[src/rtl/memory_arbiter_if.sv]
// Request/response bundle between the CPU request unit, the memory arbiter and the single-port RAM.
// slave = arbiter side, master = environment (datapath + RAM) side.
interface memory_arbiter_if;
    logic        iREN;
    logic [31:0] iaddr;
    logic        dREN;
    logic        dWEN;
    logic [31:0] daddr;
    logic [31:0] dstore;
    logic        ihit;
    logic [31:0] iload;
    logic        dhit;
    logic [31:0] dload;
    logic        ramREN;
    logic        ramWEN;
    logic [31:0] ramaddr;
    logic [31:0] ramstore;
    logic [31:0] ramload;
    logic        ramready;
    logic        merr;

    modport slave (
        input  iREN, iaddr, dREN, dWEN, daddr, dstore, ramload, ramready,
        output ihit, iload, dhit, dload, ramREN, ramWEN, ramaddr, ramstore, merr
    );

    modport master (
        output iREN, iaddr, dREN, dWEN, daddr, dstore, ramload, ramready,
        input  ihit, iload, dhit, dload, ramREN, ramWEN, ramaddr, ramstore, merr
    );
endinterface

[src/rtl/memory_arbiter.sv]
// Serialises data and instruction requests onto one RAM port, data first, with a watchdog
// that forces completion after TIMEOUT cycles and latches a sticky error flag.
module memory_arbiter #(
    parameter int          TIMEOUT = 16,
    parameter logic [31:0] ERRWORD = 32'hBAD1BAD1
) (
    input  logic             CLK,
    input  logic             RST,
    memory_arbiter_if.slave  bus
);
    localparam int CW = $clog2(TIMEOUT);
    localparam logic [CW-1:0] CNT_LAST = CW'(TIMEOUT - 1);

    typedef enum logic [1:0] {IDLE, DACC, IACC} state_e;

    state_e        state_q, state_d;
    logic [CW-1:0] cnt_q, cnt_d;
    logic          merr_q, merr_d;

    logic d_req;
    logic d_rd;
    logic expired;

    assign d_req   = bus.dREN | bus.dWEN;
    assign d_rd    = bus.dREN & ~bus.dWEN;
    assign expired = (cnt_q == CNT_LAST) & ~bus.ramready;

    always_ff @(posedge CLK or posedge RST) begin
        if (RST) begin
            state_q <= IDLE;
            cnt_q   <= '0;
            merr_q  <= 1'b0;
        end else begin
            state_q <= state_d;
            cnt_q   <= cnt_d;
            merr_q  <= merr_d;
        end
    end

    always_comb begin
        state_d      = state_q;
        cnt_d        = '0;
        merr_d       = merr_q;
        bus.ihit     = 1'b0;
        bus.iload    = '0;
        bus.dhit     = 1'b0;
        bus.dload    = '0;
        bus.ramREN   = 1'b0;
        bus.ramWEN   = 1'b0;
        bus.ramaddr  = '0;
        bus.ramstore = '0;
        bus.merr     = merr_q;

        unique case (state_q)
            IDLE: begin
                if (d_req)         state_d = DACC;
                else if (bus.iREN) state_d = IACC;
            end
            DACC: begin
                // a simultaneous read+write request is serviced as a write
                bus.ramREN   = d_rd;
                bus.ramWEN   = bus.dWEN;
                bus.ramaddr  = bus.daddr;
                bus.ramstore = bus.dstore;
                if (!d_req) begin
                    state_d = IDLE;
                end else if (bus.ramready || expired) begin
                    bus.dhit = 1'b1;
                    state_d  = IDLE;
                    if (d_rd)          bus.dload = bus.ramready ? bus.ramload : ERRWORD;
                    if (!bus.ramready) merr_d    = 1'b1;
                end else begin
                    cnt_d = cnt_q + 1'b1;
                end
            end
            IACC: begin
                bus.ramREN  = 1'b1;
                bus.ramaddr = bus.iaddr;
                if (!bus.iREN) begin
                    state_d = IDLE;
                end else if (bus.ramready || expired) begin
                    bus.ihit  = 1'b1;
                    bus.iload = bus.ramready ? bus.ramload : ERRWORD;
                    state_d   = IDLE;
                    if (!bus.ramready) merr_d = 1'b1;
                end else begin
                    cnt_d = cnt_q + 1'b1;
                end
            end
            default: state_d = IDLE;
        endcase
    end
endmodule
[src/flat_wrapper.sv]
// flat-port wrapper written by rule: the top's interface ports become plain ports
module memory_arbiter_flat 
#(
    parameter int          TIMEOUT = 16,
    parameter logic [31:0] ERRWORD = 32'hBAD1BAD1
)
  (CLK, RST, bus_iREN, bus_iaddr, bus_dREN, bus_dWEN, bus_daddr, bus_dstore, bus_ramload, bus_ramready, bus_ihit, bus_iload, bus_dhit, bus_dload, bus_ramREN, bus_ramWEN, bus_ramaddr, bus_ramstore, bus_merr);
  memory_arbiter_if bus_i ();
  input  logic CLK;
  input  logic RST;
  input wire logic [$bits(bus_i.iREN)-1:0] bus_iREN;
  input wire logic [$bits(bus_i.iaddr)-1:0] bus_iaddr;
  input wire logic [$bits(bus_i.dREN)-1:0] bus_dREN;
  input wire logic [$bits(bus_i.dWEN)-1:0] bus_dWEN;
  input wire logic [$bits(bus_i.daddr)-1:0] bus_daddr;
  input wire logic [$bits(bus_i.dstore)-1:0] bus_dstore;
  input wire logic [$bits(bus_i.ramload)-1:0] bus_ramload;
  input wire logic [$bits(bus_i.ramready)-1:0] bus_ramready;
  output wire logic [$bits(bus_i.ihit)-1:0] bus_ihit;
  output wire logic [$bits(bus_i.iload)-1:0] bus_iload;
  output wire logic [$bits(bus_i.dhit)-1:0] bus_dhit;
  output wire logic [$bits(bus_i.dload)-1:0] bus_dload;
  output wire logic [$bits(bus_i.ramREN)-1:0] bus_ramREN;
  output wire logic [$bits(bus_i.ramWEN)-1:0] bus_ramWEN;
  output wire logic [$bits(bus_i.ramaddr)-1:0] bus_ramaddr;
  output wire logic [$bits(bus_i.ramstore)-1:0] bus_ramstore;
  output wire logic [$bits(bus_i.merr)-1:0] bus_merr;
  assign bus_i.iREN = bus_iREN;
  assign bus_i.iaddr = bus_iaddr;
  assign bus_i.dREN = bus_dREN;
  assign bus_i.dWEN = bus_dWEN;
  assign bus_i.daddr = bus_daddr;
  assign bus_i.dstore = bus_dstore;
  assign bus_i.ramload = bus_ramload;
  assign bus_i.ramready = bus_ramready;
  assign bus_ihit = bus_i.ihit;
  assign bus_iload = bus_i.iload;
  assign bus_dhit = bus_i.dhit;
  assign bus_dload = bus_i.dload;
  assign bus_ramREN = bus_i.ramREN;
  assign bus_ramWEN = bus_i.ramWEN;
  assign bus_ramaddr = bus_i.ramaddr;
  assign bus_ramstore = bus_i.ramstore;
  assign bus_merr = bus_i.merr;
  memory_arbiter #(.TIMEOUT(TIMEOUT), .ERRWORD(ERRWORD)) u_core (.CLK(CLK), .RST(RST), .bus(bus_i));
endmodule
[config.mk]
export PLATFORM = sky130hd
export DESIGN_NAME = memory_arbiter_flat
export DESIGN_NICKNAME = d
export VERILOG_FILES = /design/src/rtl/memory_arbiter_if.sv /design/src/rtl/memory_arbiter.sv /design/src/flat_wrapper.sv
export SDC_FILE = /design/constraint.sdc
export NUM_CORES = 1
export LEC_CHECK = 0
export BUFFER_PORTS_ARGS = -buffer_cell sky130_fd_sc_hd__buf_2
export CORE_AREA = 2 2 102 104
export CTS_CLUSTER_DIAMETER = 200
export DETAILED_ROUTE_END_ITERATION = 8
export DIE_AREA = 0 0 104 106
export SLEW_MARGIN = 5
export SYNTH_ARGS = -nofsm -noshare
export SYNTH_HDL_FRONTEND = slang
export SYNTH_SLANG_ARGS = --single-unit
[constraint.sdc]
create_clock -name CLK -period 2.27 [get_ports CLK]
set_clock_uncertainty 0.1 [all_clocks]
set_input_delay 0.681 -clock CLK [delete_from_list [all_inputs] [get_ports CLK]]
set_output_delay 0.681 -clock CLK [all_outputs]
set_load 0.01 [all_outputs]
==> reports/qor.yml, run 1 <==
required_ps: 1490
drive_gt1_frac: 0.7450
syn_to_final_growth_pct: 169.0
crit_type: "reg -> out"
antenna_found_initial: 0
r2r_start: "u_core.state_q[0]$_DFFE_PP0P_"
num_io_pins: 267
critPathLaunchType: "flip-flop"
synth-seq-area-share: 0.1047
finalCritPeriodShare: 1.075
vias: 3038
yosys.area.top_type: "nor2_1"
fillCellCount: 973
setup_viol_count_final: 93
grt_max_degree: 34
syn-cell-area_sq_um: 1673
n_antenna_cell: 0
path_clk_slew_ps: 40
r2r_setup_slack_ps: 490
cts_tree: "done"
cts_made_buffers: 3
layout.nets: 693
dieArea_sq_um: 11020
seq_area_sq_um: 175.2
violations: "setup timing"
async_flop_share: 1.000
tns_ps: -7356
start_util: 0.1673
clk_path_buf_depth: 2
cts_max_level: 1
postPlaceCellArea_sq_um: 3274
port_buffers: 266
grt_pass1_wl_microns: 14170
synth_cell_type_count: 32
r2r_cells: 7
num_rows: 37
dp_hpwl_microns: 7390
wl_per_cell_microns: 15.68
clockRootBuffer: "clkbuf_8"
fin_area_sq_um: 4499
outcome: "finished with violations"
worst_slew_pin_slew_ps: 434.1
syn_nets: 408
fin_crit_ps: 2439
cts.sinks: 7
clock_latency_ps: 220
rsz0062_at_grt: "true"
vias_per_cell: 4.409
grt_pass1_vias: 2862
syn_area_per_cell_sq_um: 6.219
fp.dieH_microns: 106
grtUsageTotal: 0.1582
worst_r2r_endpoint: "u_core.cnt_q[2]$_DFF_PP0_"
fp.coreArea_sq_um: 10000
cp_max_fo: 4
max_clock_freq_mhz: 409.9
p_leak_nw: 2.355
routed_wl_microns: 10800
synth_warnings: 0
drv_cap: 0
multi_input_area_sq_um: 1745
ir_drop_mv: 0.4397
ys_top_cells_by_count: "nor2_1 (91), and2_1 (34), a22oi_1 (32)"
fin_ws_ps: -169.4
arrival_ps: 1660
slew_violations: 0
gp_congestion: 0.8196
netlist.area_leader.share: 0.2042
hp-class: "in -> async"
drt_iter0_markers: 236
hold_violations: 0
dr.pass1.iters: 4
max-slew-margin-rel: 0.7100
synth.most_common_cell: "nor2_1"
drc_errors: 0
synthTopCellsByArea: "nor2_1 (20%), a22oi_1 (14%), and2_1 (13%), dfrtp_1 (10%), nor2_4 (6.7%)"
synthCells: 269
cp-end-kind: "output port"
grt-ovfl-total: 0
synth_edf_count: 0
dominantRegCellSynth: "dfrtp_1"
powerDensity_nw_per_um2: 708.9
final_antenna_net_count: 0
ys_ff_latch: 7
die_w_microns: 104
## worst max-delay path by stage
stage                                  start  slack (ps)        endpoint
3_3_place_gp                        bus_dWEN        -100   bus_dload[31]
2_1_floorplan                   bus_ramready          20   bus_iload[15]
4_1_cts        u_core.state_q[0]$_DFFE_PP0P_        -110  bus_ramaddr[8]
5_1_grt        u_core.state_q[0]$_DFFE_PP0P_        -220   bus_dload[23]
6_report       u_core.state_q[0]$_DFFE_PP0P_        -170   bus_dload[23]
3_5_place_dp                        bus_dWEN        -110   bus_dload[31]
## routing by layer
metal  global-route usage  wire length (microns)
met2               0.3181                   5709
met4              0.04826                    437
met1               0.1692                   4015
met5                    0                      0
met3              0.02146                    640
## critical path, cell delays in order, from the launching register on
cell and delay [ps]:
dfrtp_1 380, buf_6 120, ha_4 150, nand3b_4 80
or2_4 320, clkbuf_16 180, nor2_4 90, buf_6 110
## logic make-up after synthesis
group	share of synthesized area
and+or+nand+nor	0.5490
AOI/OAI and AO/OA	0.2034
buffers and inverters	0.09499
DFF	0.1047
adders and majority gates	0.03740
xor gates and xnor gates	0.01047
## stage by stage
| step | std cells | hold slack [ps] | total power, mW | util | worst slack [ps] |
|---|---|---|---|---|---|
| CTS | 678 | 289.4 | 2.586 | 0.3799 | -108.6 |
| floorplan | 269 | 333.1 | 1.135 | - | 16.49 |
| global placement | 665 | 350.0 | 1.903 | 0.3275 | -103.8 |
| detailed placement | 665 | 360.2 | 1.944 | 0.3275 | -112.1 |
| global route | 689 | 306.1 | 3.382 | 0.4500 | -223.6 |
| finish | 689 | 280.4 | 3.189 | 0.4500 | -169.4 |
## repair_timing
action                                  CTS  global route
resized for setup                        74           114
endpoints found under the setup margin  125           120
pin swaps                                 4            50
cloned                                    5            10
hold buffers                              0             0
setup buffers                             4             1
## flip-flops by register name, indices dropped and copies added, names as in the netlist
| name | cells |
|---|---|
| u_core.cnt_q | 4 |
| u_core.state_q | 2 |
| u_core.bus.merr | 1 |
## power breakdown
group,total (mW),switching (mW),internal [mW],leakage (nW)
Clock,0.171,0.0497,0.121,0.0228
Combinational,2.86,1.34,1.52,2.24
Sequential,0.158,0.0161,0.142,0.0930
Total,3.19,1.41,1.78,2.35
## area by class of cell
class | count | share of cell area
repair buffers | 305 | 0.5186
multi-input cells | 230 | 0.3879
flip-flops and latches | 7 | 0.03893
well taps | 136 | 0.03782
clock buffers | 4 | 0.01001
inverters | 7 | 0.006674
## layout by cell type, fill, tap and decap left out, types with 2 or more instances in the layout
| master | netlist | layout |
|---|---|---|
| buf_2 | 6 | 212 |
| nor2_1 | 91 | 71 |
| buf_6 | 2 | 57 |
| a22oi_2 | 0 | 32 |
| and2_4 | 0 | 28 |
| nor2_4 | 10 | 24 |
| nor2b_1 | 18 | 16 |
| nand2_1 | 15 | 15 |
| buf_4 | 0 | 14 |
| clkbuf_16 | 0 | 8 |
| buf_12 | 1 | 8 |
| dfrtp_1 | 7 | 7 |
| nor2_2 | 0 | 6 |
| and2_1 | 34 | 6 |
| buf_16 | 0 | 6 |
| inv_1 | 6 | 3 |
| a21oi_1 | 3 | 3 |
| ha_4 | 0 | 3 |
| clkbuf_8 | 0 | 3 |
| inv_2 | 0 | 2 |
| o21ai_0 | 3 | 2 |
| nand4b_1 | 2 | 2 |
| nor2b_2 | 0 | 2 |
| nand3_1 | 2 | 2 |
| nand2b_1 | 3 | 2 |
| ha_1 | 5 | 2 |
Power figures use the tool's default switching activity.
==> run 2: changes to the inputs <==
ABC_AREA = 1   (was default)
CORE_AREA = 2 2 104 106   (was 2 2 102 104)
DIE_AREA = 0 0 106 108   (was 0 0 104 106)
==> run 2 against run 1 <==
  * The flow still finishes with violations (setup timing)
  * Combinational power down 22%
  * Global-route usage down 2.6 points
  * Via count up 1.7%
==> reports/qor.yml, run 2 <==
num_io_pins: 267
synthTopCellsByArea: "nand2_1 (28%), nor2_1 (17%), a21oi_1 (11%), dfrtp_1 (11%), inv_1 (9.8%)"
slew_violations: 0
grtUsageTotal: 0.1322
synth_cell_type_count: 25
crit_path_start: "u_core.state_q[0]$_DFFE_PP0P_"
synthCells: 340
drv_cap: 0
setup_viol_count_final: 57
p_sw_mw: 1.331
grt_pass1_wl_microns: 12180
fp.coreArea_sq_um: 10230
dominantRegCellSynth: "dfrtp_1"
violations: "setup timing"
cts_made_buffers: 3
outcome: "finished with violations"
fp.dieH_microns: 108
max-slew-margin-rel: 0.8028
clock_latency_ps: 230
r2r_cells: 9
hp-class: "in -> async"
dieArea_sq_um: 11450
drt_iter0_markers: 177
finalCritPeriodShare: 1.023
layout.nets: 762
worst_slew_pin_slew_ps: 295.7
async_flop_share: 1.000
setup.worst_path.end: "bus_iload[18]"
seq_power_share: 0.065
powerDensity_nw_per_um2: 657.7
routed_wl_microns: 9117
placedCellCount: 740
layout_commonest_cell: "buf_2"
fillCellCount: 1113
grt_pass1_vias: 2408
gp_congestion: 0.8112
cts_tree: "done"
p_int_mw: 1.254
p_leak_nw: 2.415
die_w_microns: 106
wl_per_cell_microns: 12.03
port_buffers: 266
drive_gt1_frac: 0.5997
postPlaceCellArea_sq_um: 3264
grt_max_degree: 27
synth.most_common_cell: "nand2_1"
final_core_util: 0.3842
synth-seq-area-share: 0.1065
netlist.area_leader.share: 0.2763
cp_max_fo: 5
r2r_start: "u_core.state_q[0]$_DFFE_PP0P_"
synth_edf_count: 0
syn_to_final_growth_pct: 139.1
dr.pass1.iters: 4
layout.cells.non_filler: 758
grt-ovfl-total: 0
fin_crit_ps: 2321
rsz0062_at_grt: "true"
syn_area_per_cell_sq_um: 4.836
antenna_found_initial: 0
n_antenna_cell: 0
syn-cell-area_sq_um: 1644
tns_ps: -844.6
clockRootBuffer: "clkbuf_8"
r2r_setup_slack_ps: 530
fin_area_sq_um: 3931
required_ps: 1490
largest_reg_flops: 4
crit_type: "reg -> out"
num_rows: 37
largest-register: "u_core.cnt_q"
switching_share: 0.5148
fin_ws_ps: -51.31
final_cell_mix: "buf_2 (251), nand2_1 (113), nor2_1 (59), inv_1 (40), a21oi_1 (20)"
syn_nets: 479
ir_drop_mv: 0.2844
ys_ff_latch: 7
arrival_ps: 1540
cts_max_level: 1
worst_r2r_endpoint: "u_core.cnt_q[0]$_DFF_PP0_"
power_frac_comb: 0.867
pwr-share-clk: 0.068
yosys.area.top_type: "nand2_1"
vias_per_cell: 4.075
start_util: 0.1607
vias: 3089
ys_top_cells_by_count: "nand2_1 (121), nor2_1 (76), inv_1 (43)"
synth_warnings: 0
path_clk_slew_ps: 40
clk_path_buf_depth: 2
hold_violations: 0
cp-end-kind: "output port"
cts.sinks: 7
dp_hpwl_microns: 6667
critPathLaunchType: "flip-flop"
drc_errors: 0
max_clock_freq_mhz: 430.8
cts_hold_buf: 0
final_antenna_net_count: 0
[run 2: changes by cell type after synthesis, moves of 3 or more]
cell | previous run | this run
nand2_1 | 15 | 121
inv_1 | 6 | 43
nor2_4 | 10 | 1
nor2_1 | 91 | 76
a21oi_1 | 3 | 35
nand2b_1 | 3 | 0
and2_1 | 34 | 0
nor2b_1 | 18 | 0
clkbuf_1 | 13 | 4
a22oi_1 | 32 | 0
buf_2 | 6 | 12
nor2_2 | 0 | 11
[run 2: power by group through the flow]
stage	Combinational (mW)	Clock, mW	Sequential (mW)
global route	2.45	0.188	0.171
CTS	2.13	0.182	0.161
finish	2.24	0.177	0.168
global placement	1.75	0	0.160
floorplan	0.945	0	0.158
detailed placement	1.74	0	0.162
[run 2: logic make-up after synthesis]
group                    share of synthesized area
buffers and inverters                       0.1728
adder cells (fa/ha/maj)                    0.03805
AO/OA/AOI/OAI                               0.1263
flip-flops                                  0.1065
AND/OR/NAND/NOR                             0.5563
[run 2: per-stage QoR]
| stage | setup WS, ps | hold slack, ps | total power [mW] |
|---|---|---|---|
| 6_report | -51.31 | 271.0 | 2.586 |
| 2_1_floorplan | 8.297 | 362.6 | 1.103 |
| 5_1_grt | -121.8 | 308.2 | 2.805 |
| 3_5_place_dp | -60.21 | 373.6 | 1.903 |
| 4_1_cts | -68.17 | 275.8 | 2.469 |
| 3_3_place_gp | -28.73 | 369.4 | 1.915 |
[run 2: how the worst min path moves through the flow]
| stage | start | end | slack [ps] | cells after the start |
|---|---|---|---|---|
| floorplan | u_core.cnt_q[0]$_DFF_PP0_ | u_core.cnt_q[0]$_DFF_PP0_ | 360 | 1 |
| global placement | u_core.bus.merr$_DFFE_PP0P_ | u_core.bus.merr$_DFFE_PP0P_ | 370 | 1 |
| detailed placement | u_core.bus.merr$_DFFE_PP0P_ | u_core.bus.merr$_DFFE_PP0P_ | 370 | 1 |
| CTS | RST | u_core.cnt_q[3]$_DFF_PP0_ | 280 | 2 |
| global route | RST | u_core.cnt_q[2]$_DFF_PP0_ | 310 | 2 |
| finish | RST | u_core.cnt_q[3]$_DFF_PP0_ | 270 | 2 |
[run 2: what timing repair did]
action	4_1_cts	5_1_grt
setup buffers	3	3
pin swaps	4	14
endpoints found under the setup margin	103	124
resized for setup	40	61
hold endpoints to repair	0	0
cloned	4	4
[run 2: critical path, cell delays in order (launching register included)]
cell and delay (ps):
dfrtp_2 440, inv_4 90, ha_4 160, buf_8 150, nand2_8 70, clkbuf_16 170, nor2_4 120, buf_6 110
[run 2: layout make-up]
class | instances | area [sq um] | share of cell area
clock buffer | 4 | 45.04 | 0.01146
inverter | 46 | 185.2 | 0.04710
multi-input combinational | 270 | 1536 | 0.3908
sequential | 7 | 176.4 | 0.04488
tap | 136 | 170.2 | 0.04328
timing repair buffer | 295 | 1818 | 0.4624
[run 2: per-layer routing]
layer  vias to the layer above  wire length, microns  global-route usage
met5                         -                     0                   0
met4                         0                    55             0.02256
met3                         4                   640             0.01206
met2                       145                  4544              0.2341
met1                      1349                  3877              0.1774
li1                       1591                     -                   -
